===== src/rtl/mul_sequencer.sv =====
// mul_sequencer: iterative shift-add multiplier and its sequencer for MUL/MLA in the execute
// stage. Retires BITS_PER_CYCLE multiplier bits per RUN cycle. An optional ACC cycle adds the
// MLA accumulator. The low WIDTH bits of the result and the N/Z flags are then published.
//
// Ports:
//   clk        rising-edge clock
//   reset      asynchronous active-low reset
//   start      multiply request (MulOpE & CondExE), honoured only in IDLE
//   mla        1: multiply-accumulate, 0: plain multiply
//   set_flags  update n_flag/z_flag when the operation completes
//   flush      abort the operation in flight (wins over start)
//   src_a      multiplicand (Rm)
//   src_b      multiplier (Rs)
//   src_acc    accumulator (Ra), sampled only for MLA
//   stall_e    hold F/D/E while the multiply occupies the stage
//   done       one-cycle pulse, result valid
//   result     low WIDTH bits of product (+acc), held until the next completion
//   n_flag     result MSB, latched at completion if set_flags
//   z_flag     result == 0, latched at completion if set_flags
//   busy       sequencer not idle
module mul_sequencer #(
   parameter int unsigned WIDTH          = 32,
   parameter int unsigned BITS_PER_CYCLE = 2,
   parameter int unsigned EARLY_TERM     = 1
) (
   input  logic             clk,
   input  logic             reset,
   input  logic             start,
   input  logic             mla,
   input  logic             set_flags,
   input  logic             flush,
   input  logic [WIDTH-1:0] src_a,
   input  logic [WIDTH-1:0] src_b,
   input  logic [WIDTH-1:0] src_acc,
   output logic             stall_e,
   output logic             done,
   output logic [WIDTH-1:0] result,
   output logic             n_flag,
   output logic             z_flag,
   output logic             busy
);

   localparam int unsigned Steps = WIDTH / BITS_PER_CYCLE;
   localparam int unsigned StepW = (Steps > 1) ? $clog2(Steps) : 1;
   localparam logic [StepW-1:0] LastStep = StepW'(Steps - 1);

   typedef enum logic [1:0] {StIdle, StRun, StAcc, StDone} stateT;

   stateT               stateQ;
   logic [WIDTH-1:0]    mcandQ, mplierQ, accQ, partialQ, resultQ;
   logic [StepW-1:0]    stepQ;
   logic                mlaQ, setFlagsQ, doneQ, nFlagQ, zFlagQ;

   logic [WIDTH-1:0]    stepSum, accSum, mplierShifted, finalSum;
   logic                lastStep, enterDone;

   always_comb begin
      stepSum       = partialQ + mcandQ * WIDTH'(mplierQ[BITS_PER_CYCLE-1:0]);
      accSum        = partialQ + accQ;
      mplierShifted = mplierQ >> BITS_PER_CYCLE;
      // Early exit once no set multiplier bits remain beyond the digit just retired.
      lastStep      = (stepQ == LastStep) || ((EARLY_TERM != 0) && (mplierShifted == '0));
      // Result and flags are committed on the edge into DONE so they are valid with done.
      enterDone     = !flush && (((stateQ == StRun) && lastStep && !mlaQ) || (stateQ == StAcc));
      finalSum      = (stateQ == StAcc) ? accSum : stepSum;
   end

   always_ff @(posedge clk or negedge reset) begin
      if (!reset) begin
         stateQ    <= StIdle;
         mcandQ    <= '0;
         mplierQ   <= '0;
         accQ      <= '0;
         partialQ  <= '0;
         resultQ   <= '0;
         stepQ     <= '0;
         mlaQ      <= 1'b0;
         setFlagsQ <= 1'b0;
         doneQ     <= 1'b0;
         nFlagQ    <= 1'b0;
         zFlagQ    <= 1'b0;
      end else begin
         doneQ <= 1'b0;
         if (flush) begin
            stateQ <= StIdle;
         end else begin
            unique case (stateQ)
               StIdle: begin
                  if (start) begin
                     mcandQ    <= src_a;
                     mplierQ   <= src_b;
                     mlaQ      <= mla;
                     setFlagsQ <= set_flags;
                     if (mla) begin
                        accQ <= src_acc;
                     end
                     partialQ  <= '0;
                     stepQ     <= '0;
                     stateQ    <= StRun;
                  end
               end
               StRun: begin
                  partialQ <= stepSum;
                  mcandQ   <= mcandQ << BITS_PER_CYCLE;
                  mplierQ  <= mplierShifted;
                  stepQ    <= stepQ + StepW'(1);
                  if (lastStep) begin
                     stateQ <= mlaQ ? StAcc : StDone;
                  end
               end
               StAcc: begin
                  partialQ <= accSum;
                  stateQ   <= StDone;
               end
               StDone: begin
                  stateQ <= StIdle;
               end
               default: begin
                  stateQ <= StIdle;
               end
            endcase
         end
         if (enterDone) begin
            doneQ   <= 1'b1;
            resultQ <= finalSum;
            if (setFlagsQ) begin
               nFlagQ <= finalSum[WIDTH-1];
               zFlagQ <= (finalSum == '0);
            end
         end
      end
   end

   assign stall_e = ((stateQ == StIdle) && start && !flush) || (stateQ == StRun) ||
                    (stateQ == StAcc);
   assign busy    = (stateQ != StIdle);
   assign done    = doneQ;
   assign result  = resultQ;
   assign n_flag  = nFlagQ;
   assign z_flag  = zFlagQ;

endmodule


===== config.mk =====
export PLATFORM = sky130hd
export DESIGN_NAME = mul_sequencer
export DESIGN_NICKNAME = d
export VERILOG_FILES = /design/src/rtl/mul_sequencer.sv
export SDC_FILE = /design/constraint.sdc
export NUM_CORES = 1
export LEC_CHECK = 0
export ABC_AREA = 1
export ABC_CLOCK_PERIOD_IN_PS = 8800
export CAP_MARGIN = 20
export CELL_PAD_IN_SITES_DETAIL_PLACEMENT = 2
export CELL_PAD_IN_SITES_GLOBAL_PLACEMENT = 2
export CORE_AREA = 3 3 203 205
export DETAILED_ROUTE_END_ITERATION = 16
export DIE_AREA = 0 0 206 208
export PLACE_DENSITY_LB_ADDON = 0.1
export SYNTH_ARGS = -nofsm -noshare
export SYNTH_HDL_FRONTEND = slang
export SYNTH_SLANG_ARGS = --single-unit

===== constraint.sdc =====
create_clock -name clk -period 8.8 [get_ports clk]
set_input_delay 1.76 -clock clk [delete_from_list [all_inputs] [get_ports clk]]
set_output_delay 1.76 -clock clk [all_outputs]
set_load 0.005 [all_outputs]

---- Word-level counts from Yosys, hierarchy flattened ----
Index checks and enable logic that the tools add are counted.
cells by class
  $add $sub $neg .......................... 3
  $mul .................................... 1
  eq/ne operators ......................... 7
  muxes and demuxes ....................... 15
  bitwise logic cells ..................... 1
  reductions and logical operators ........ 23
operators by type and width
  cell                 number
  $mux 32              4
  $pmux 32 s2          2
  $pmux 32 s3          1
  $add 32x32->32       2
  $logic_not 32->1     2
  $mul 32x2->32        1
  $reduce_and 3->1     3
  $pmux 2 s4           1
  $pmux 4 s2           1
  $mux 2               3
  $ne 3x3->1 const B   2
  $logic_and 1x1->1    5
  $add 4x1->4 const B  1
  $eq 2x2->1 const B   2
  $eq 4x4->1 const B   1
  $logic_or 1x1->1     4
  $mux 4               1
  $reduce_and 2->1     2
  $reduce_and 4->1     1
  $reduce_bool 2->1    2
  $reduce_bool 3->1    1
  $eq 2x1->1 const B   1
  $logic_not 1->1      2
  $logic_not 2->1      1
  3 further kinds      4
word-level totals
  register bits ........................... 171
  input bits .............................. 102
  output and inout bits ................... 37
  word-level logic and storage cells ...... 62

---- Depth between registers and ports, before layout ----
  word-level depth ........................ 7
  gate-level depth with buffers ........... 23
  mapped depth without buffers ............ 21

---- Worst setup path after synthesis ----
No wires, ideal clock.
  path kind ............................... in2out
  from .................................... input start
  to ...................................... output stall_e
  data arrival time ....................... 2.395 ns
  data required time ...................... 7.040 ns
  path slack .............................. 4.645 ns
  stages on the path ...................... 5
  buffers on the path ..................... 0
  path through ............................ or2_2 nand2_1 nor2_1 inv_1 nand3_1
between the ends
  longest elaborated chain between the ends .. 4
ends and longest elaborated chain
  element                          RTL line  RTL
  start: declaration               28        input logic start,
  $logic_and 1x1->1 (2 in series)  134       assign stall_e = ((stateQ == StIdle) && start && !flush) || (stateQ == StRun) ||
  $logic_or 1x1->1 (2 in series)   134
  end: declaration                 35        output logic stall_e,
No other way between the ends.

---- Worst setup path after layout ----
Ends and elaborated chain as after synthesis.

==> metrics.yaml <==
yosysTopAreaCellShare: 0.309
rr_worst_depth: 21
power.density_nw_per_um2: 366
dr.max_layer_used: "met4"
grt_pass1_wl_mm: 82.3
layout.nets: 2360
routed-via-count: 13600
critPathTopFamily: "buffers and inverters"
worstPathMaxFanout: 4
cts.hold.buffers_added: 0
drc: 0
crit_buf_inv: 3
synth_warnings: 0
grt_pass1_vias: 15100
finalHoldViolCount: 0
crit_type: "in2out"
cts_root_buffer: "clkbuf_16"
grtUsageTotal: 0.246
avgSynthCellArea_um2: 6.75
dp_hpwl_mm: 41.7
cts_tree: "done"
core_area_um2: 39600
rows: 73
synth_fp_nets: 2251
maxCapViolCount: 0
cp.depth: 7
synthDistinctLibCells: 46
min_path_cells: 2
setup_violations: 0
die_area_um2: 42800
rrSetupSlack_ns: 4.74
finalSetupTns_ns: 0
outcome: "finished clean"
detail-route-antenna-nets: 0
syn_to_final_growth_pct: 17.8
drt_iter0_drc: 441
yosys_most_used_dff: "dfrtp_1"
synthTopCellsByArea: "dfrtp_1, nand2_1, inv_1"
crit_path_frequent_cell: "clkdlybuf4s50_1"
viasPerCell: 5.03
fmax_ghz: 0.191
hold_class: "reg2reg"
clock-skew-final_ns: 0.0197
wl_per_cell_um: 19.0
clk_pin_slew_ns: 0.06
synth_edf_count: 0
post_cts_buffers: 0
synthCells: 2049
ios: 139
tightest_slew_ns: 0.998
worstPathArrival_ns: 3.48
crit_path_start_kind: "input port"
async_reset_ff_frac: 1.00
fin_crit_sh: 0.596
die_w_um: 206
period_needed_ns: 5.24
grt_start_max_net_pins: 108
cts_sinks: 171
dp_slack_ns: 3.56
seq_area_frac_synth: 0.309
overflow: 0
antenna_found_initial: 1
end_kind: "output port"
slew_violations: 0
critPathRequiredTime_ns: 7.04
p_leak_nw: 8.45
worst_path_max_delay_cell: "clkdlybuf4s50_1"
synth_area_um2: 13800
dr_wl_met2_mm: 25.3
slowest_delay_ns: 0.53
htreeDepth: 4
layout-drive-gt1-share: 0.0649
wl_met1_mm: 23.7
place_congestion: 0.875
wl_met3_mm: 1.17
fp.dieH_um: 208
clock_latency_ns: 0.48
cts_made_buffers: 17
fin_ws_ns: 3.56
cts_max_path_buffers: 2
path_cells: "clkdlybuf4s50_1, or2_2, nand2_1, nor2_1, inv_1, nand3_1, clkdlybuf4s50_1"
start_util: 0.349
first_pass_iters: 5
diodes: 0
port_buffers: 138
rsz0062_at_grt: "no"
totalWireLength_mm: 51.3
cts_resized: 0
yosys.area.top_type: "dfrtp_1"
peakVddDrop_mv: 0.200
ys_seq_elements: 171
maxSlewHeadroom: 0.334
-- cell type report --
type / count / area [µm²]
Multi-Input combinational cell: 1429 / 7860
Fill cell: 4772 / 23300
Clock inverter: 13 / 129
Clock buffer: 19 / 433
Sequential cell: 171 / 4280
Timing Repair Buffer: 149 / 1480
Tap cell: 525 / 657
Inverter: 390 / 1460
-- cell families after synthesis --
| group | Yosys count | share of synthesized area |
|---|---|---|
| xor gates and xnor gates | 8 | 0.00506 |
| DFF | 171 | 0.309 |
| and+or+nand+nor | 1027 | 0.318 |
| buffers and inverters | 449 | 0.124 |
| adders and majority gates | 100 | 0.108 |
| AOI/OAI and AO/OA | 261 | 0.109 |
| muxes | 33 | 0.0268 |
-- power by group --
group	total (mW)	switching, mW	internal [mW]
clock network	0.760	0.363	0.398
logic	3.78	2.50	1.29
registers	1.42	0.286	1.13
total	5.96	3.14	2.82
-- synth_stat cells, types with 3 or more instances --
cell      count
a21oi_1      46
a31oi_1      15
and2_1        6
buf_2        20
clkbuf_1     35
clkinv_1      3
dfrtp_1     171
fa_1         32
ha_1         68
inv_1       381
inv_2         6
mux2_2       32
nand2_1     664
nand2_2      19
nand3_1     133
nand3_2      16
nand3b_1     10
nand4_1      25
nor2_1      121
nor2_2       13
nor3_1        7
o211ai_1     51
o21ai_0     128
o21bai_1      5
o22ai_1       4
o31ai_1       4
or2_2         3
xor2_1        6
-- cell usage in the layout (no fill, tap or decap), types with 7 or more instances in the layout --
master,count
a21oi_1,46
a31oi_1,15
buf_4,10
clkbuf_16,17
clkdlybuf4s50_1,137
dfrtp_1,171
fa_1,32
ha_1,67
inv_1,381
inv_6,7
mux2_2,32
nand2_1,664
nand2_2,18
nand3_1,133
nand3_2,16
nand3b_1,10
nand4_1,25
nor2_1,120
nor2_2,14
nor3_1,7
o211ai_1,51
o21ai_0,128
-- layer usage --
metal / GRT usage / vias to the layer above
li1: - / 6629
met1: 0.320 / 6741
met2: 0.429 / 140
met3: 0.0307 / 53
met4: 0.0693 / 0
met5: 0 / -
-- stage by stage --
step	power (mW)	instances	area, µm²	hold slack [ns]	utilization
after floorplan	3.87	2049	13800	0.443	-
after global placement	5.00	2663	15700	0.468	0.397
after detailed placement	5.21	2663	15700	0.476	0.397
after CTS	6.04	2695	16300	0.494	0.411
after global routing	6.61	2696	16300	0.528	0.411
final	5.96	2696	16300	0.490	0.411
-- tightest hold or removal path: stages (launching register included) --
cell and delay [ns]:
dfrtp_1 0.35, nand2_1 0.06, nand2_1 0.05
-- sequential cells by signal, indices dropped and copies added, names as in the netlist --
signal     flops
accQ          32
mcandQ        32
mplierQ       32
partialQ      32
result        32
stepQ          4
stateQ         2
done           1
mlaQ           1
n_flag         1
setFlagsQ      1
z_flag         1
-- worst paths after layout --
check                            from    endpoint
min in group asynchronous       reset    accQ[25]
hold reg to reg            result[11]  result[11]
max in group asynchronous       reset    stepQ[3]
setup reg to reg           mplierQ[1]      z_flag
setup / recovery                start     stall_e
hold / removal             result[11]  result[11]
No activity file was read; power rests on OpenSTA's default activity.
